## src/rtl/ball_link_pkg.sv

```systemverilog
// Shared types and frame constants for the ball hand-off link scheduler.
// BALL_LINK_CHECKSUM_EN appends an XOR checksum byte to the frame.
package ball_link_pkg;

   typedef enum logic [2:0] {
      ST_IDLE,
      ST_LATCH,
      ST_SEND,
      ST_WAIT,
      ST_BACKOFF,
      ST_DONE
   } link_state_t;

   localparam int unsigned FRAME_LEN_BASE = 6;
`ifdef BALL_LINK_CHECKSUM_EN
   localparam int unsigned FRAME_LEN = FRAME_LEN_BASE + 1;
`else
   localparam int unsigned FRAME_LEN = FRAME_LEN_BASE;
`endif

   localparam int unsigned IDX_W = 3;
   localparam logic [7:0] REG_PTR = 8'h00;

   localparam logic [IDX_W-1:0] IDX_REG_PTR = 3'd0;
   localparam logic [IDX_W-1:0] IDX_Y_HI    = 3'd1;
   localparam logic [IDX_W-1:0] IDX_Y_LO    = 3'd2;
   localparam logic [IDX_W-1:0] IDX_VY      = 3'd3;
   localparam logic [IDX_W-1:0] IDX_GRAV    = 3'd4;
   localparam logic [IDX_W-1:0] IDX_SPEED   = 3'd5;
   localparam logic [IDX_W-1:0] IDX_CSUM    = 3'd6;
   localparam logic [IDX_W-1:0] IDX_LAST    = IDX_W'(FRAME_LEN - 1);

   // Ball state captured once per frame and reused across retries.
   typedef struct packed {
      logic [9:0] y;
      logic [7:0] vy;
      logic [1:0] gravity;
      logic       speed_sel;
   } ball_snap_t;

endpackage

```

## src/rtl/ball_frame_packer.sv

```systemverilog
// Selects the frame byte for a given index from the ball snapshot.
// BALL_LINK_CHECKSUM_EN adds the XOR checksum byte at the last index.
module ball_frame_packer
   import ball_link_pkg::*;
(
   input  logic [IDX_W-1:0] idx,
   input  ball_snap_t       snap,
   output logic [7:0]       byte_c
);

   logic [7:0] y_hi_c;
   logic [7:0] y_lo_c;
   logic [7:0] grav_c;
   logic [7:0] speed_c;

   assign y_hi_c  = {snap.y[9:8], 6'b0};
   assign y_lo_c  = snap.y[7:0];
   assign grav_c  = {6'b0, snap.gravity};
   assign speed_c = {7'b0, snap.speed_sel};

`ifdef BALL_LINK_CHECKSUM_EN
   logic [7:0] csum_c;
   assign csum_c = y_hi_c ^ y_lo_c ^ snap.vy ^ grav_c ^ speed_c;
`endif

   always_comb begin
      byte_c = REG_PTR;
      case (idx)
         IDX_Y_HI:  byte_c = y_hi_c;
         IDX_Y_LO:  byte_c = y_lo_c;
         IDX_VY:    byte_c = snap.vy;
         IDX_GRAV:  byte_c = grav_c;
         IDX_SPEED: byte_c = speed_c;
`ifdef BALL_LINK_CHECKSUM_EN
         IDX_CSUM:  byte_c = csum_c;
`endif
         default:   byte_c = REG_PTR;
      endcase
   end

endmodule

```

## src/rtl/ball_link_scheduler.sv

```systemverilog
// Sends the ball hand-off frame over the I2C byte engine with ACK/timeout
// supervision and whole-frame retries. BALL_LINK_CHECKSUM_EN adds a checksum byte.
module ball_link_scheduler
   import ball_link_pkg::*;
#(
   parameter logic [6:0]  SLAVE_ADDR     = 7'h42,
   parameter int unsigned BYTE_TIMEOUT   = 25000,
   parameter int unsigned MAX_RETRY      = 3,
   parameter int unsigned BACKOFF_CYCLES = 2500
) (
   input  logic       clk_25MHZ,
   input  logic       reset,
   input  logic       ball_send_trigger,
   input  logic [9:0] ball_y,
   input  logic [7:0] ball_vy,
   input  logic [1:0] gravity_counter,
   input  logic       ball_speed_sel,
   output logic       cmd_valid,
   input  logic       cmd_ready,
   output logic [7:0] cmd_data,
   output logic [6:0] cmd_addr,
   output logic       cmd_start,
   output logic       cmd_stop,
   output logic       cmd_abort,
   input  logic       byte_done,
   input  logic       byte_nack,
   output logic       is_i2c_master_done,
   output logic       link_error,
   output logic       busy,
   output logic [1:0] retry_count
);

   localparam int unsigned TMO_W   = $clog2(BYTE_TIMEOUT + 1);
   localparam int unsigned BOFF_W  = $clog2(BACKOFF_CYCLES + 1);
   localparam int unsigned RETRY_W = 2;

   link_state_t        state_q, state_d;
   logic [IDX_W-1:0]   idx_q, idx_d;
   logic [TMO_W-1:0]   tmo_q, tmo_d;
   logic [BOFF_W-1:0]  boff_q, boff_d;
   logic [RETRY_W-1:0] retry_d;
   logic               link_error_d;
   logic               trig_q;
   logic               trig_rise;
   ball_snap_t         snap_q, snap_d;
   logic [7:0]         frame_byte_c;

   logic       cmd_valid_d, cmd_start_d, cmd_stop_d, cmd_abort_d;
   logic       done_d, busy_d;
   logic [7:0] cmd_data_d;

   assign cmd_addr  = SLAVE_ADDR;
   assign trig_rise = ball_send_trigger & ~trig_q;

   // Packer looks at next-cycle index/snapshot so cmd_data can be registered.
   ball_frame_packer u_packer (
      .idx    (idx_d),
      .snap   (snap_d),
      .byte_c (frame_byte_c)
   );

   // State, counters and registered outputs.
   always_ff @(posedge clk_25MHZ or posedge reset) begin
      if (reset) begin
         state_q            <= ST_IDLE;
         idx_q              <= '0;
         tmo_q              <= '0;
         boff_q             <= '0;
         retry_count        <= '0;
         link_error         <= 1'b0;
         trig_q             <= 1'b0;
         snap_q             <= '0;
         cmd_valid          <= 1'b0;
         cmd_data           <= '0;
         cmd_start          <= 1'b0;
         cmd_stop           <= 1'b0;
         cmd_abort          <= 1'b0;
         is_i2c_master_done <= 1'b0;
         busy               <= 1'b0;
      end else begin
         state_q            <= state_d;
         idx_q              <= idx_d;
         tmo_q              <= tmo_d;
         boff_q             <= boff_d;
         retry_count        <= retry_d;
         link_error         <= link_error_d;
         trig_q             <= ball_send_trigger;
         snap_q             <= snap_d;
         cmd_valid          <= cmd_valid_d;
         cmd_data           <= cmd_data_d;
         cmd_start          <= cmd_start_d;
         cmd_stop           <= cmd_stop_d;
         cmd_abort          <= cmd_abort_d;
         is_i2c_master_done <= done_d;
         busy               <= busy_d;
      end
   end

   // Next-state and counter logic.
   always_comb begin
      state_d      = state_q;
      idx_d        = idx_q;
      tmo_d        = tmo_q;
      boff_d       = boff_q;
      retry_d      = retry_count;
      link_error_d = link_error;
      snap_d       = snap_q;
      case (state_q)
         ST_IDLE: begin
            if (trig_rise) begin
               retry_d      = '0;
               link_error_d = 1'b0;
               state_d      = ST_LATCH;
            end
         end
         ST_LATCH: begin
            snap_d.y         = ball_y;
            snap_d.vy        = ball_vy;
            snap_d.gravity   = gravity_counter;
            snap_d.speed_sel = ball_speed_sel;
            idx_d            = '0;
            state_d          = ST_SEND;
         end
         ST_SEND: begin
            if (cmd_valid && cmd_ready) begin
               tmo_d   = '0;
               state_d = ST_WAIT;
            end
         end
         ST_WAIT: begin
            tmo_d = tmo_q + 1'b1;
            // A good byte_done beats a timeout landing in the same cycle.
            if (byte_done && !byte_nack) begin
               if (idx_q == IDX_LAST) begin
                  state_d = ST_DONE;
               end else begin
                  idx_d   = idx_q + 1'b1;
                  state_d = ST_SEND;
               end
            end else if (byte_done || (tmo_q == TMO_W'(BYTE_TIMEOUT - 1))) begin
               boff_d  = '0;
               state_d = ST_BACKOFF;
            end
         end
         ST_BACKOFF: begin
            boff_d = boff_q + 1'b1;
            if (boff_q == BOFF_W'(BACKOFF_CYCLES - 1)) begin
               if (retry_count < RETRY_W'(MAX_RETRY)) begin
                  retry_d = retry_count + 1'b1;
                  idx_d   = '0;
                  state_d = ST_SEND;
               end else begin
                  link_error_d = 1'b1;
                  state_d      = ST_DONE;
               end
            end
         end
         ST_DONE: state_d = ST_IDLE;
         default: state_d = ST_IDLE;
      endcase
   end

   // Output decode from the upcoming state; registered above.
   always_comb begin
      cmd_valid_d = (state_d == ST_SEND);
      cmd_data_d  = cmd_valid_d ? frame_byte_c : 8'h00;
      cmd_start_d = cmd_valid_d && (idx_d == IDX_REG_PTR);
      cmd_stop_d  = cmd_valid_d && (idx_d == IDX_LAST);
      cmd_abort_d = (state_q == ST_WAIT) && (state_d == ST_BACKOFF);
      done_d      = (state_d == ST_DONE);
      busy_d      = (state_d != ST_IDLE);
   end

endmodule

```

## config.mk

```make
export PLATFORM = sky130hd
export DESIGN_NAME = ball_link_scheduler
export DESIGN_NICKNAME = d
export VERILOG_FILES = /design/src/rtl/ball_link_pkg.sv /design/src/rtl/ball_frame_packer.sv /design/src/rtl/ball_link_scheduler.sv
export SDC_FILE = /design/constraint.sdc
export NUM_CORES = 1
export LEC_CHECK = 0
export ABC_AREA = 1
export CELL_PAD_IN_SITES_DETAIL_PLACEMENT = 1
export CELL_PAD_IN_SITES_GLOBAL_PLACEMENT = 2
export CORE_AREA = 5 5 111 113
export DETAILED_ROUTE_END_ITERATION = 10
export DIE_AREA = 0 0 116 118
export PLACE_DENSITY_LB_ADDON = 0.25
export SLEW_MARGIN = 20
export SYNTH_ARGS = -nofsm -noshare
export SYNTH_HDL_FRONTEND = slang
export SYNTH_SLANG_ARGS = --single-unit
```

## constraint.sdc

```tcl
create_clock -name clk_25MHZ -period 2.6 [get_ports clk_25MHZ]
set_input_delay 0.26 -clock clk_25MHZ [delete_from_list [all_inputs] [get_ports clk_25MHZ]]
set_output_delay 0.26 -clock clk_25MHZ [all_outputs]
set_load 0.01 [all_outputs]
```

Word-level counts from Yosys, hierarchy flattened
Index checks and enable logic that the tools add are counted.
Widths: inputs -> output; s select.
Cells by class
  muxes and demuxes: 29
  multipliers: 0
  bitwise operators: 2
  order comparisons: 1
  div/mod/pow operators: 0
  add/subtract/negate cells: 4
  reduce and logical (&&, ||, !) cells: 17
  shifts and indexed selects: 0
  equal/unequal tests: 22
Operator list (number)
  $pmux 8 s5: 1
  $mux 3: 11
  $pmux 15 s2: 1
  $mux 12: 2
  $pmux 12 s2: 1
  $mux 21: 1
  $eq 3x3->1 const B: 6
  $add 15x1->15 const B: 1
  $eq 15x15->1 const B: 1
  $eq 3x2->1 const B: 5
  $mux 15: 1
  $pmux 3 s5: 1
  $ne 2x2->1 const B: 7
  $add 12x1->12 const B: 1
  $eq 12x12->1 const B: 1
  $pmux 3 s3: 1
  $mux 8: 1
  $reduce_and 4->1: 2
  $eq 3x1->1 const B: 2
  $logic_not 3->1: 2
  $mux 2: 3
  $reduce_bool 2->1: 3
  $logic_and 1x1->1: 5
  $pmux 2 s2: 1
  other kinds (12): 14
Word-level totals
  output and inout port bits: 24
  latch bits: 0
  memories kept: 0
  memory bits (writable): 0
  logic and storage cells: 93
  input bits: 27
  bits in read-only memories: 0
  register bits: 72

Longest topological paths before layout
Gate-level depths: netlist of run 1.
  depth in word-level cells: 7
  depth in mapped cells: 14
  gate-level depth less buffers: 13

Hierarchy
Synthesis of run 1 repeated with hierarchy kept, for this count alone.
Unflattened totals
  cells, all modules: 445
  area, all modules: 3824.9 sq um
Modules (own cells, without submodules)
  ball_link_scheduler: sequential area each 1801.7 sq um, area each 3612.2 sq um, cells each 405, instances 1
  ball_frame_packer: sequential area each 0.0 sq um, area each 212.7 sq um, cells each 40, instances 1

Least setup slack after synthesis of run 1
No wires, ideal clock.
  path type: register to register
  from: register boff_q[0]
  to: register cmd_data[0]
  required time: 2.482 ns
  path buffers: 1
  library setup time: 0.118 ns
  setup slack: 0.878 ns
  stages on the path, launching flop included: 14
  clock period less this slack: 1.722 ns
  arrival: 1.604 ns
  cell sequence: dfrtp_1 > ha_1 > nand2_1 > nor2_1 > nand3_1 > nand2_2 > nand3_1 > nand2_1 > buf_6 > inv_2 > nand4_1 > nand2_1 > nor2_1 > nor2_1
On the way
  word-level cells in the longest chain between the ends: 6
  elaborated cells between the ends (all ways): 13
  those cells by class: 7 x eq/ne; 6 x mux
RTL lines
  start, declared: line ball_link_scheduler.sv:40  | logic [BOFF_W-1:0] boff_q, boff_d;
  start signal, assigned: line ball_link_scheduler.sv:84  | boff_q <= boff_d;
  $eq 12x12->1 *: line ball_link_scheduler.sv:147  | if (boff_q == BOFF_W'(BACKOFF_CYCLES - 1)) begin
  $mux 3 *: line ball_link_scheduler.sv:147
  $pmux 3 s3 *: line ball_link_scheduler.sv:108  | case (state_q)
  net idx_d[1]: line ball_link_scheduler.sv:38  | logic [IDX_W-1:0] idx_q, idx_d;
  $eq 3x3->1, or another cell as far along: line ball_frame_packer.sv:28  | case (idx)
  $pmux 8 s5 *: line ball_frame_packer.sv:28
  $mux 8 *: line ball_link_scheduler.sv:166  | cmd_data_d = cmd_valid_d ? frame_byte_c : 8'h00;
  net cmd_data_d[0]: line ball_link_scheduler.sv:50  | logic [7:0] cmd_data_d;
  end signal, assigned: line ball_link_scheduler.sv:90  | cmd_data <= cmd_data_d;
  end, declared: line ball_link_scheduler.sv:20  | output logic [7:0] cmd_data,
The timed path passes the listed nets; every way through them passes the cells marked *.
A chain may end at the register's enable or synchronous reset.

Final worst setup path of run 1
  from: register state_q[0]
  to: register cmd_data[0]
On the way
  word-level cells in the longest chain between the ends: 5
  elaborated cells between the ends (all ways): 21
  those cells by class: 10 x eq/ne; 10 x mux; 1 x reduce/logical
RTL lines
  start, declared: line ball_link_scheduler.sv:37  | link_state_t state_q, state_d;
  start signal, assigned: line ball_link_scheduler.sv:81  | state_q <= state_d;
  $eq 3x3->1, or another cell as far along: line ball_link_scheduler.sv:108
  $pmux 3 s3 *: line ball_link_scheduler.sv:108
  net idx_d[1]: line ball_link_scheduler.sv:38
  $eq 3x3->1, or another cell as far along: line ball_frame_packer.sv:28
  $pmux 8 s5 *: line ball_frame_packer.sv:28
  $mux 8 *: line ball_link_scheduler.sv:166
  net cmd_data_d[0]: line ball_link_scheduler.sv:50
Marks and branches as above.

==> results of run 1 <==
## critical path, cell delays in order (launching register included)
cell and delay [ns]:
dfrtp_1 0.47, nor2_2 0.23, nand2_2 0.24, nand2_1 0.17, inv_2 0.07, a21oi_1 0.11
nand3_1 0.07, nand2_1 0.12, buf_4 0.20, inv_2 0.08, nand4_1 0.07, nand2_1 0.07
nor2_1 0.10, nor2_1 0.04
## metal layers
metal	wire, um	share of wire	up-vias	track usage
li1	-	-	1479	-
met1	4810	0.50	1497	0.216
met2	4280	0.45	46	0.234
met3	306	0.032	10	0.0298
met4	146	0.015	0	0.0587
met5	0	0	-	0
## worst max path at each step
| stage | cells after the start | end | start | slack (ns) |
|---|---|---|---|---|
| 2_1_floorplan | 1 | boff_q[0] | reset | 0.52 |
| 3_3_place_gp | 10 | cmd_data[4] | byte_done | 0.37 |
| 3_5_place_dp | 10 | cmd_data[4] | byte_done | 0.33 |
| 4_1_cts | 10 | cmd_data[4] | state_q[0] | 0.42 |
| 5_1_grt | 13 | cmd_data[7] | state_q[0] | 0.23 |
| 6_report | 13 | cmd_data[0] | state_q[0] | 0.46 |
## cell families after synthesis
family / Yosys count / synth area share
multiplexers: 22 / 0.0664
flip-flops: 72 / 0.486
other: 2 / 0.00202
adder cells (fa/ha/maj): 5 / 0.0169
AND/OR/NAND/NOR: 184 / 0.239
AO/OA/AOI/OAI: 54 / 0.0850
XOR/XNOR: 10 / 0.0236
buffers and inverters: 65 / 0.0813
## cell type report
cell class,instances,area share
Multi-Input combinational cell,282,0.354
Sequential cell,72,0.393
Inverter,49,0.0412
Timing Repair Buffer,49,0.109
Tap cell,143,0.0390
Clock buffer,11,0.0508
Clock inverter,5,0.0126
## state kept, by name, indices dropped and copies added (netlist names)
register / flops
cmd_abort: 1
snap_q: 21
state_q: 3
cmd_data: 8
cmd_start: 1
tmo_q: 15
cmd_stop: 1
is_i2c_master_done: 1
cmd_valid: 1
retry_count: 2
link_error: 1
idx_q: 3
boff_q: 12
busy: 1
trig_q: 1
## power breakdown
part | switching, mW | total (mW) | internal (mW) | leakage, nW
sequential | 0.300 | 1.84 | 1.54 | 0.925
combinational | 1.06 | 1.79 | 0.727 | 0.984
clock | 0.472 | 1.21 | 0.743 | 0.143
total | 1.83 | 4.85 | 3.01 | 2.05
## placed cells by master, fill, tap and decap left out, drive strengths merged
cell           netlist  routed
nand3               50      50
a31oi                2       2
o31ai                2       2
dfrtp               72      72
nor3                 9       9
clkinv               1       5
nor4                 4       4
a21oi               17      17
and3                 1       1
buf                 13       6
o32ai                1       1
nand4               13      13
nor3b                1       1
mux2i                1       1
o211ai               1       1
o211a                1       1
o21a                 1       1
or3                  1       1
o22ai                7       7
xnor2                2       2
clkbuf               3      11
nor2                33      33
mux2                21      21
conb                 2       7
ha                   5       5
o41ai                1       1
clkdlybuf4s50        0      43
inv                 48      48
xor2                 8       8
nand2               72      72
bufinv               0       1
a211oi               1       1
o21ai               20      20
## through the flow
stage               instance area, um2  total power [mW]  setup slack (ns)  hold slack (ns)   util
finish                            4590              4.85             0.462            0.281  0.409
global route                      4590              5.24             0.227            0.381  0.409
CTS                               4590              4.93             0.423            0.342  0.409
detailed placement                4300              3.67             0.333            0.489  0.383
global placement                  4300              3.62             0.366            0.477  0.383
floorplan                         3730              3.09             0.515            0.291      -
==> metrics.yaml, run 1 <==
status:
  outcome: "finished clean"
cells_and_area:
  layout.cells.non_filler: 611
  n_fill_cell: 1318
  nets: 495
  n_antenna_cell: 0
  multiInputGateArea_mm2: 0.00163
  regArea_mm2: 0.00180
  area_growth_pct: 23.6
  drive_above_1_share: 0.145
die:
  die_h_um: 118
  core_region_area_mm2: 0.0112
  ioPinCount: 51
  die-area_mm2: 0.0137
  die_width_um: 116
  num_rows: 39
  start_util: 0.331
setup_path:
  startpoint_type: "register"
  rrSetupSlack_ns: 0.46
  end_kind: "register"
  rr_endpoint: "cmd_data[0]"
  r2r_start: "state_q[0]"
  arrival_ns: 2.36
  rr_worst_depth: 13
  required_ns: 2.83
  path_max_fanout: 13
  crit_type: "reg2reg"
clock_tree:
  post_cts_buffers: 0
  root_buffer: "clkbuf_16"
  cts.repair.resized: 0
  clk_latency_ns: 0.34
  cts.sinks: 72
  cts.reportedPaths.clkPinSlew_ns: 0.06
  cts_tree: "yes"
  cts_htree_levels: 3
  cts_buffers: 9
  holdBufCountCts: 0
  cts_buffer_depth: 2
place:
  gp_congestion: 0.757
  io_buffers: 43
  dpl.hpwl_um: 7130
  dp.cells: 595
logic_synthesis:
  synthTopCellsByCount: "dfrtp_1 (72), nand2_1 (67), nand3_1 (46)"
  synth_edf_count: 0
  ys.flop_type: "dfrtp_1"
  synth_warnings: 0
  synth_top_area_share: 0.486
  synth_area_mm2: 0.00371
  synth_cell_type_count: 42
  syn_avg_cell_area_um2: 8.96
  synth_seq_cells: 72
  synthArstFlopShare: 1.00
  synth_top_area_cell: "dfrtp_1"
  ys_seq_area_frac: 0.486
  postSynthCellCount: 414
  synth_area_leaders: "dfrtp_1 (49%), nand2_1 (6.8%), mux2_2 (6.4%)"
  yosysMostFrequentCell: "dfrtp_1"
routing:
  drt_iter0_drc: 130
  dr_total_vias: 3032
  detail_route.wl_per_cell_um: 15.6
  via_per_inst: 4.96
  drt-total-wl_um: 9540
  ant_nets: 0
  first_pass_iters: 4
  drc_errors: 0
sta:
  clock_skew_ns: 0.00809
  finalHoldViolCount: 0
  fin_tns_setup_ns: 0
  max_freq_mhz: 468
  finalSetupViolCount: 0
  drv_slew: 0
  period_needed_ns: 2.14
  relSlewSlack: 0.619
  rsz0062_at_grt: "false"
  min_period_over_period: 0.822
  worstMarginPinSlew_ns: 0.570
power:
  power_density_mw_per_mm2: 1060
  ir_worst_vdd_mv: 0.472
  p_leak_nw: 2.05
global_routing:
  gr-usage-all-layers: 0.154
  grt_pass1_vias: 3324
  antenna_found_initial: 0
  grt-ovfl-total: 0
  grt_max_degree: 73
  grt_pass1_wl_um: 16900
run:
  drv_cap: 0
hold_path:
  hp-class: "in2async"
Power figures use the tool's default switching activity.
==> inputs of run 2 (changes only) <==
--- a/config.mk
+++ b/config.mk
@@ -8,9 +8,9 @@
 export ABC_AREA = 1
 export CELL_PAD_IN_SITES_DETAIL_PLACEMENT = 1
 export CELL_PAD_IN_SITES_GLOBAL_PLACEMENT = 2
-export CORE_AREA = 5 5 111 113
+export CORE_AREA = 5 5 118 120
 export DETAILED_ROUTE_END_ITERATION = 10
-export DIE_AREA = 0 0 116 118
+export DIE_AREA = 0 0 123 125
 export PLACE_DENSITY_LB_ADDON = 0.25
 export SLEW_MARGIN = 20
 export SYNTH_ARGS = -nofsm -noshare
==> constraint.sdc (replaced) <==
create_clock -name clk_25MHZ -period 1.9 [get_ports clk_25MHZ]
set_input_delay 0.19 -clock clk_25MHZ [delete_from_list [all_inputs] [get_ports clk_25MHZ]]
set_output_delay 0.19 -clock clk_25MHZ [all_outputs]
set_load 0.01 [all_outputs]
==> run 2 against run 1 <==
Compared with the run above:
- global-route usage shrank 1.3 points
- clock power up 46%
- fmax up 15%
- cell area increased by 13%
- first-iteration DRC count is 39% lower
- critical path depth down 1
- register-to-register slack got worse by 0.42 ns
- count of clock-buffer cells in the layout grew 2
==> metrics.yaml, run 2 (synthesized netlist as in run 1, its figures left out) <==
sta:
  max_freq_mhz: 538
  clock_skew_ns: 0.0105
  min_period_over_period: 0.978
  finalHoldViolCount: 0
  period_needed_ns: 1.86
  drv_slew: 0
  finalSetupViolCount: 0
  relSlewSlack: 0.627
  rsz0062_at_grt: "true"
  worstMarginPinSlew_ns: 0.559
  finalWorstSetupSlack_ns: 0.0424
cells_and_area:
  mostFrequentLayoutCell: "dfrtp_1"
  layout.cells.non_filler: 694
  nets: 546
  largest_reg_flops: 21
  largest-register: "snap_q"
  final_cell_mix: "dfrtp_1 (70), nand2_1 (61), buf_4 (49)"
  regArea_mm2: 0.00180
  drive_above_1_share: 0.282
  area_growth_pct: 39.9
  largestRegisters: "snap_q (21), tmo_q (15), boff_q (12)"
  multiInputGateArea_mm2: 0.00173
  n_antenna_cell: 0
  n_fill_cell: 1450
  utilization: 0.403
routing:
  drt_iter0_drc: 79
  ant_nets: 0
  top_layer: "met4"
  via_per_inst: 4.62
  m1WireLength_um: 5000
  drt-total-wl_um: 10200
  first_pass_iters: 4
  dr_total_vias: 3203
  detail_route.wl_per_cell_um: 14.7
  met2_length_um: 4650
  wl_met3_um: 379
  drc_errors: 0
die:
  die_h_um: 125
  start_util: 0.288
  die-area_mm2: 0.0154
  die_width_um: 123
  ioPinCount: 51
  num_rows: 42
  core_region_area_mm2: 0.0129
place:
  io_buffers: 43
  dpl.hpwl_um: 7710
  dp.cells: 665
  gp_congestion: 0.826
  place_ws_ns: -0.148
setup_path:
  startpoint_type: "register"
  required_ns: 2.18
  rrSetupSlack_ns: 0.04
  crit_type: "reg2reg"
  startpoint: "boff_q[1]"
  cp-endpoint: "cmd_data[7]"
  r2r_start: "boff_q[1]"
  rr_endpoint: "cmd_data[7]"
  end_kind: "register"
  arrival_ns: 2.14
  path_max_fanout: 5
  rr_worst_depth: 12
global_routing:
  antenna_found_initial: 0
  gr-usage-all-layers: 0.141
  grt_pass1_vias: 3380
  grt_max_degree: 28
  grt-ovfl-total: 0
  grt_pass1_wl_um: 17200
clock_tree:
  cts_buffers: 9
  cts.sinks: 72
  cts_buffer_depth: 2
  cts_tree: "yes"
  cts_htree_levels: 3
  cts.reportedPaths.clkPinSlew_ns: 0.06
  root_buffer: "clkbuf_16"
  clk_latency_ns: 0.34
  holdBufCountCts: 0
status:
  outcome: "finished clean"
power:
  total_power_mw: 7.58
  p_leak_nw: 2.34
  ir_worst_vdd_mv: 0.524
  power_density_mw_per_mm2: 1460
hold_path:
  hp-class: "in2async"
run:
  drv_cap: 0
==> run 2: layout make-up <==
| class | count | share of cell area |
|---|---|---|
| sequential | 72 | 0.348 |
| multi-input combinational | 282 | 0.334 |
| timing repair buffer | 99 | 0.177 |
| clock buffer | 13 | 0.0521 |
| clock inverter | 2 | 0.00723 |
| tap | 176 | 0.0424 |
| inverter | 49 | 0.0381 |
| timing repair inverter | 1 | 0.00145 |
==> run 2: per-stage QoR <==
step           area [um2]  hold WS, ns  setup TNS [ns]
2_1_floorplan        3730        0.221               0
3_3_place_gp         4660        0.470          -0.248
3_5_place_dp         4660        0.481          -0.955
4_1_cts              5010        0.268        -0.00554
5_1_grt              5190        0.295           -1.24
6_report             5190        0.254               0
==> run 2: worst max-delay path, cell delays in order (launching register included) <==
cell and delay (ns):
dfrtp_1 0.38, ha_2 0.21, nand2_2 0.06, nor2_2 0.13
nand3_2 0.12, nand2_4 0.12, nand4_1 0.16, nand3_2 0.15
inv_2 0.05, nor2_4 0.18, buf_6 0.14, nand2_2 0.05
inv_1 0.04
==> run 2: where the power goes <==
| group | switching (mW) | leakage [nW] | internal [mW] | total [mW] |
|---|---|---|---|---|
| sequential | 0.359 | 0.922 | 2.12 | 2.48 |
| combinational | 1.74 | 1.27 | 1.59 | 3.33 |
| clock | 0.656 | 0.148 | 1.12 | 1.77 |
==> run 2: worst min path at each step <==
stage / to / cells past startpoint / from
2_1_floorplan: trig_q / 0 / ball_send_trigger
3_3_place_gp: tmo_q[14] / 1 / tmo_q[14]
3_5_place_dp: tmo_q[14] / 1 / tmo_q[14]
4_1_cts: boff_q[7] / 2 / reset
5_1_grt: boff_q[11] / 2 / reset
6_report: boff_q[7] / 2 / reset
==> run 2: repair_timing <==
action                                  CTS  global route
pin swaps                                 6            12
endpoints found under the setup margin    7            27
gates resized for setup                   3            35
gates cloned                              0             1
endpoints found under the hold margin     0             0
buffers inserted                          6             8
==> run 2: routing by layer <==
layer	vias up	global-route usage
met4	0	0.0528
met3	13	0.0316
met5	-	0
met1	1559	0.194
met2	51	0.217
li1	1580	-
==> inputs of run 3 (changes only) <==
--- a/config.mk
+++ b/config.mk
@@ -12,7 +12,7 @@
 export DETAILED_ROUTE_END_ITERATION = 10
 export DIE_AREA = 0 0 123 125
 export PLACE_DENSITY_LB_ADDON = 0.25
-export SLEW_MARGIN = 20
+export SLEW_MARGIN = 30
 export SYNTH_ARGS = -nofsm -noshare
 export SYNTH_HDL_FRONTEND = slang
 export SYNTH_SLANG_ARGS = --single-unit
==> results of run 3 <==
Final layout, timing and power as in run 2 (identical DEF).
